<file path="src/rtl/pwm_capture.sv">
// PWM decoder: reports high-time and period in clk cycles, valid 2 edges after the synchronized rise, no backpressure.
// Optional 3-sample majority glitch filter via `define PWM_CAPTURE_FILT_EN (+2 cycles latency).
module pwm_capture #(
  parameter int cwidth_g = 10
) (
  input  logic                clk,
  input  logic                reset,
  input  logic                pwm_in,
  output logic [cwidth_g-1:0] duty_out,
  output logic [cwidth_g-1:0] period_out,
  output logic                valid,
  output logic                timeout
);

  typedef enum logic [1:0] {IDLE, ARM, MEASURE} state_t;

  localparam logic [cwidth_g-1:0] cnt_max = '1;
  localparam logic [cwidth_g-1:0] one_c   = 1;
`ifdef PWM_CAPTURE_FILT_EN
  localparam logic [2:0] fill_c = 3'd4;
`else
  localparam logic [2:0] fill_c = 3'd2;
`endif

  state_t              state_q, state_d;
  logic                s1_q, s1_d, s2_q, s2_d, s3_q, s3_d;
  logic [2:0]          fill_q, fill_d;
  logic [cwidth_g-1:0] per_cnt_q, per_cnt_d, hi_cnt_q, hi_cnt_d;
  logic [cwidth_g-1:0] duty_q, duty_d, period_q, period_d;
  logic                valid_q, valid_d, timeout_q, timeout_d;
  logic                line, rise;

`ifdef PWM_CAPTURE_FILT_EN
  logic f1_q, f1_d, f2_q, f2_d, filt_q, filt_d;
  assign line = filt_q;
`else
  assign line = s2_q;
`endif

  assign rise = line & ~s3_q;

  always_comb begin
    state_d   = state_q;
    s1_d      = pwm_in;
    s2_d      = s1_q;
    s3_d      = line;
    fill_d    = (fill_q == fill_c) ? fill_q : fill_q + 3'd1;
    per_cnt_d = per_cnt_q;
    hi_cnt_d  = hi_cnt_q;
    duty_d    = duty_q;
    period_d  = period_q;
    valid_d   = 1'b0;
    timeout_d = timeout_q;
`ifdef PWM_CAPTURE_FILT_EN
    f1_d   = s2_q;
    f2_d   = f1_q;
    filt_d = (s2_q & f1_q) | (s2_q & f2_q) | (f1_q & f2_q);
`endif
    case (state_q)
      // Wait until the sync pipeline reflects the real line, so a line
      // already high at reset release is not mistaken for a fresh rise.
      IDLE: begin
        if (fill_q == fill_c && !line) state_d = ARM;
      end
      ARM: begin
        if (rise) begin
          state_d   = MEASURE;
          per_cnt_d = one_c;
          hi_cnt_d  = one_c;
        end
      end
      MEASURE: begin
        if (rise) begin
          duty_d    = hi_cnt_q;
          period_d  = per_cnt_q;
          valid_d   = 1'b1;
          timeout_d = 1'b0;
          per_cnt_d = one_c;
          hi_cnt_d  = one_c;
        end else if (per_cnt_q == cnt_max) begin
          duty_d    = line ? cnt_max : '0;
          period_d  = '0;
          valid_d   = 1'b1;
          timeout_d = 1'b1;
          state_d   = IDLE;
        end else begin
          per_cnt_d = per_cnt_q + one_c;
          if (hi_cnt_q != cnt_max && line) hi_cnt_d = hi_cnt_q + one_c;
        end
      end
      default: state_d = IDLE;
    endcase
  end

  always_ff @(posedge clk) begin
    if (reset) begin
      state_q   <= IDLE;
      s1_q      <= 1'b0;
      s2_q      <= 1'b0;
      s3_q      <= 1'b0;
      fill_q    <= '0;
      per_cnt_q <= '0;
      hi_cnt_q  <= '0;
      duty_q    <= '0;
      period_q  <= '0;
      valid_q   <= 1'b0;
      timeout_q <= 1'b0;
`ifdef PWM_CAPTURE_FILT_EN
      f1_q      <= 1'b0;
      f2_q      <= 1'b0;
      filt_q    <= 1'b0;
`endif
    end else begin
      state_q   <= state_d;
      s1_q      <= s1_d;
      s2_q      <= s2_d;
      s3_q      <= s3_d;
      fill_q    <= fill_d;
      per_cnt_q <= per_cnt_d;
      hi_cnt_q  <= hi_cnt_d;
      duty_q    <= duty_d;
      period_q  <= period_d;
      valid_q   <= valid_d;
      timeout_q <= timeout_d;
`ifdef PWM_CAPTURE_FILT_EN
      f1_q      <= f1_d;
      f2_q      <= f2_d;
      filt_q    <= filt_d;
`endif
    end
  end

  assign duty_out   = duty_q;
  assign period_out = period_q;
  assign valid      = valid_q;
  assign timeout    = timeout_q;

endmodule

</file>
<file path="config.mk">
export PLATFORM = sky130hd
export DESIGN_NAME = pwm_capture
export DESIGN_NICKNAME = d
export VERILOG_FILES = /design/src/rtl/pwm_capture.sv
export SDC_FILE = /design/constraint.sdc
export NUM_CORES = 1
export LEC_CHECK = 0
export CAP_MARGIN = 20
export CORE_ASPECT_RATIO = 1.5
export CORE_UTILIZATION = 40
export CTS_BUF_LIST = sky130_fd_sc_hd__clkbuf_16
export CTS_CLUSTER_SIZE = 10
export DETAILED_ROUTE_END_ITERATION = 16
export PLACE_DENSITY_LB_ADDON = 0.3
export RECOVER_POWER = 50
export SYNTH_ARGS = -nofsm -noshare
export SYNTH_HDL_FRONTEND = slang
export SYNTH_SLANG_ARGS = --single-unit
</file>
<file path="constraint.sdc">
create_clock -name clk -period 5.2 [get_ports clk]
set_input_delay 1.04 -clock clk [delete_from_list [all_inputs] [get_ports clk]]
set_output_delay 1.04 -clock clk [all_outputs]
set_load 0.02 [all_outputs]
</file>
Word level (Yosys, flattened, before mapping) --
Cells that the tools add are included.
Cells by class: add/sub/neg operators 3, eq/ne operators 11, mux-type cells 22, bitwise operators 3, reductions and logical operators 11
Operators with widths (count):
- 10-bit 2-to-1 mux | 11
- 10-bit one-hot mux with 2 select lines | 2
- 10-bit by 1-bit adder with 10-bit output (second input constant) | 2
- 10-bit == test (second input constant) | 1
- 10-bit != test (second input constant) | 1
- 2-bit 2-to-1 mux | 4
- 2-bit != test (second input constant) | 4
- 4-bit AND reduction | 2
- 3-bit != test (second input constant) | 2
- 2-bit one-hot mux with 3 select lines | 1
- 1-bit 2-to-1 mux | 4
- 2-bit nonzero test | 2
- 3-bit by 1-bit adder with 3-bit output (second input constant) | 1
- 3-bit by 2-bit == test with 1-bit output (second input constant) | 1
- 3-bit AND reduction | 1
- 2-bit by 1-bit == test with 1-bit output (second input constant) | 1
- 2-bit == test (second input constant) | 1
- 1-bit logical AND | 2
- 2-bit zero test | 1
- 1-bit NOT | 2
- 2-bit AND reduction | 1
- 2-bit OR reduction | 1
- 1-bit bitwise AND | 1
- 1-bit zero test | 1
Word-level totals: register bits 50, input bits 3, output and inout port bits 22, word-level logic and storage cells 61

Depth between registers and ports, before layout --
depth in word-level cells 6, mapped depth 7, mapped depth without buffers 6

Least setup slack after synthesis --
OpenSTA, ideal clock, no wires.
path type in2reg, start point input reset, end point register state_q[0], library setup time 130 ps, arrival 1647 ps, data required time 5070 ps, slack 3423 ps, stages 3, path buffers 2, cell sequence clkbuf_1 -> buf_1 -> nor3_1
RTL lines:
- start, declared | RTL line 7 | input logic reset,
- end signal, assigned | RTL line 114 | state_q <= state_d;
- end, declared | RTL line 25 | state_t state_q, state_d;
No word-level cell between the ends.

==> run metrics <==
max cap viols 1; CTS H-tree lvls 2; WHS Path Cells 1; IR drop worst, VDD 276.6 uV; fin cells 336; drt first pass iters 5; drt total wl 4537 um; total power 0.0008032 W; final worst path period share 64.03%; final net count 274; Synth Net Count 254; outcome finished, violations left; Via Count 1,853; setup TNS after final layout 0 ps; total congestion overflow 0; core footprint 5205 sq um; Util after Layout 50.50%; Buffers on Ports 24; final number of max-transition violations 48; DR WL/cell 13.50 um; dpl ws 2750 ps; CTS Buffer Depth 2; minimum clock period 3330 ps; overall routing resource usage 17.84%; #FFs+latches synth 50; vias in the first global route 1,785; gate count of the mapped netlist 247; Initial Util 42.09%; Worst-path clk slew 70 ps; CTS tree done; RSZ-0062 raised after global routing no; dpl cells 328; Max Fclk 300.3 MHz; pwr dens 305.5 nW/um^2; worst reg2reg endpoint period_out[7]; I/O pins 25; DRT iter0 DRCs 44; fin worst setup slack 1870 ps; Post-CTS Setup Repair Bufs 0; critical path, cell by cell dlygate4sd3_1, clkbuf_1, nand2b_1, nor2_1; Cell Area, Synth 2191 sq um; failing checks max-capacitance violations, max-slew violations; ys flop type dfxtp_1; CTS sink cnt 50; sequential element share of the synthesized area 45.69%; CTS Root Cell clkbuf_16; Setup Skew 7.365 ps; Crit Path Category in2reg; first-pass GRT wire length 8204 um; crit end category flop; Hold Fails Final Rpt 0; FF-to-FF path depth 7; die width 62.43 um; critical path peak fanout 47; GP Congestion 0.8039; min-delay src s1_q; Worst Setup Start Kind input pin; leak pwr 0.8453 nW; Ys Warns 0; setup slack, reg-to-reg 2870 ps; number of routed nets with antenna violations 0; row count 32; HP Class reg2reg; slowest CP cell clkbuf_1; worst flop-to-flop path startpoint per_cnt_q[0]; ys async rst share 0%; Worst Tran Pin Value 2038 ps; Post-route DRC 0; worst skew pair latency 290 ps; Max stage delay on crit path 1450 ps; area delta synth->final 19.99%; EDFF count, synth 0; largest cells by area after synthesis dfxtp_1, nor2_1, a21oi_1, a22oi_1, nand2_1; share of cells above drive strength 1 7.463%; CP Data Required Time 5370 ps; post-synth cell types 45; WHS Endpoint line; vias per cell 5.515; area leader, netlist dfxtp_1; diode count 0; Total Die Area 5783 sq um; critical path arrival 3500 ps; pin count of the biggest net entering global routing 48; syn_area_per_cell 8.870 sq um; Max-slew headroom -35.89%; CTS buffer count 5; initial antenna violation count 0; dpl hpwl 3163 um; post-cts resize count 0; Final setup violation count 0; Synth top area share 45.69%; Die Ht 92.64 um; CTS Hold Bufs 0
==> power breakdown <==
| part | switching [W] | leakage [nW] | internal (W) | total [W] |
|---|---|---|---|---|
| combinational | 0.0000319 | 0.365 | 0.0000267 | 0.0000586 |
| sequential | 0.0000151 | 0.404 | 0.000396 | 0.000411 |
| clock | 0.000149 | 0.0763 | 0.000184 | 0.000333 |
==> state kept, by name (all words and copies together) (netlist names) <==
signal and flops:
duty_out 10, hi_cnt_q 10, per_cnt_q 10, period_out 10, fill_q 3, state_q 2
line 1, s1_q 1, s3_q 1, timeout 1, valid 1
==> cells in the final DEF, fill, tap and decap left out, types with 2 or more instances in the layout <==
| cell | Yosys | layout |
|---|---|---|
| dfxtp_1 | 50 | 50 |
| nor2_1 | 36 | 36 |
| nand2_1 | 24 | 24 |
| a21oi_1 | 19 | 19 |
| clkdlybuf4s50_1 | 0 | 19 |
| a22oi_1 | 12 | 12 |
| o211ai_1 | 10 | 10 |
| xnor2_1 | 8 | 8 |
| inv_1 | 7 | 7 |
| a211oi_1 | 6 | 6 |
| nand3_1 | 6 | 6 |
| nand4_1 | 5 | 5 |
| clkbuf_16 | 0 | 5 |
| dlygate4sd3_1 | 0 | 5 |
| nand2b_1 | 4 | 4 |
| nor2b_1 | 4 | 4 |
| o21ai_0 | 4 | 4 |
| ha_1 | 4 | 4 |
| a311oi_1 | 3 | 3 |
| a211o_1 | 3 | 3 |
| o41ai_1 | 3 | 3 |
| a21oi_2 | 2 | 2 |
| a2111oi_2 | 2 | 2 |
| and3_1 | 2 | 2 |
==> synthesized netlist by cell type, types with 2 or more instances <==
library cell	number
a2111oi_2	2
a211o_1	3
a211oi_1	6
a21oi_1	19
a21oi_2	2
a22oi_1	12
a311oi_1	3
and3_1	2
buf_1	3
buf_2	2
clkbuf_1	7
dfxtp_1	50
ha_1	4
inv_1	7
nand2_1	24
nand2b_1	4
nand3_1	6
nand4_1	5
nor2_1	36
nor2b_1	4
o211ai_1	10
o21ai_0	4
o41ai_1	3
xnor2_1	8
==> per-layer routing <==
metal  GRT usage (%)  up-vias  part of all wire (%)
met4           10.47        0                   3.9
met3           3.571       16                   2.9
li1                -      937                     -
met5               0        -                     0
met1           20.40      856                    44
met2           30.43       44                    49
==> worst max-delay path: cells and delay by family <==
kind / cells / cell delay, ps
simple gates: 2 / 460
buf+inv: 2 / 1970
==> metrics by stage <==
step | instance area [sq um] | hold WS (ps)
2_1_floorplan | 2191 | 413.8
3_3_place_gp | 2479 | 417.1
3_5_place_dp | 2479 | 420.4
4_1_cts | 2633 | 436.5
5_1_grt | 2629 | 464.9
6_report | 2629 | 435.4
==> cell type report <==
class / instances / area (sq um)
Timing Repair Buffer: 26 / 251.5
Fill cell: 534 / 2576
Inverter: 7 / 26.28
Clock buffer: 5 / 125.1
Multi-Input combinational cell: 177 / 1111
Sequential cell: 50 / 1001
Tap cell: 68 / 85.08
Clock inverter: 3 / 28.78
==> worst max-delay path by stage <==
stage | start | cells after the start | slack [ps] | to
5_1_grt | reset | 4 | 1680 | per_cnt_q[6]
2_1_floorplan | reset | 3 | 3420 | state_q[0]
6_report | reset | 4 | 1870 | per_cnt_q[9]
4_1_cts | s3_q | 5 | 2880 | period_out[4]
3_3_place_gp | reset | 4 | 2780 | per_cnt_q[3]
3_5_place_dp | reset | 4 | 2750 | per_cnt_q[9]
==> kinds of logic (layout without fill, tap and decap cells) <==
group,Yosys count,in the layout,share of synthesized area (%)
simple gates,92,92,20.56
compound gates,72,72,24.22
xor+xnor,8,8,3.198
buf+inv,20,41,3.598
flops,50,50,45.69
mux,1,1,0.4569
fa+ha+maj,4,4,2.285
Note: power is estimated with default switching activity, not from simulation.
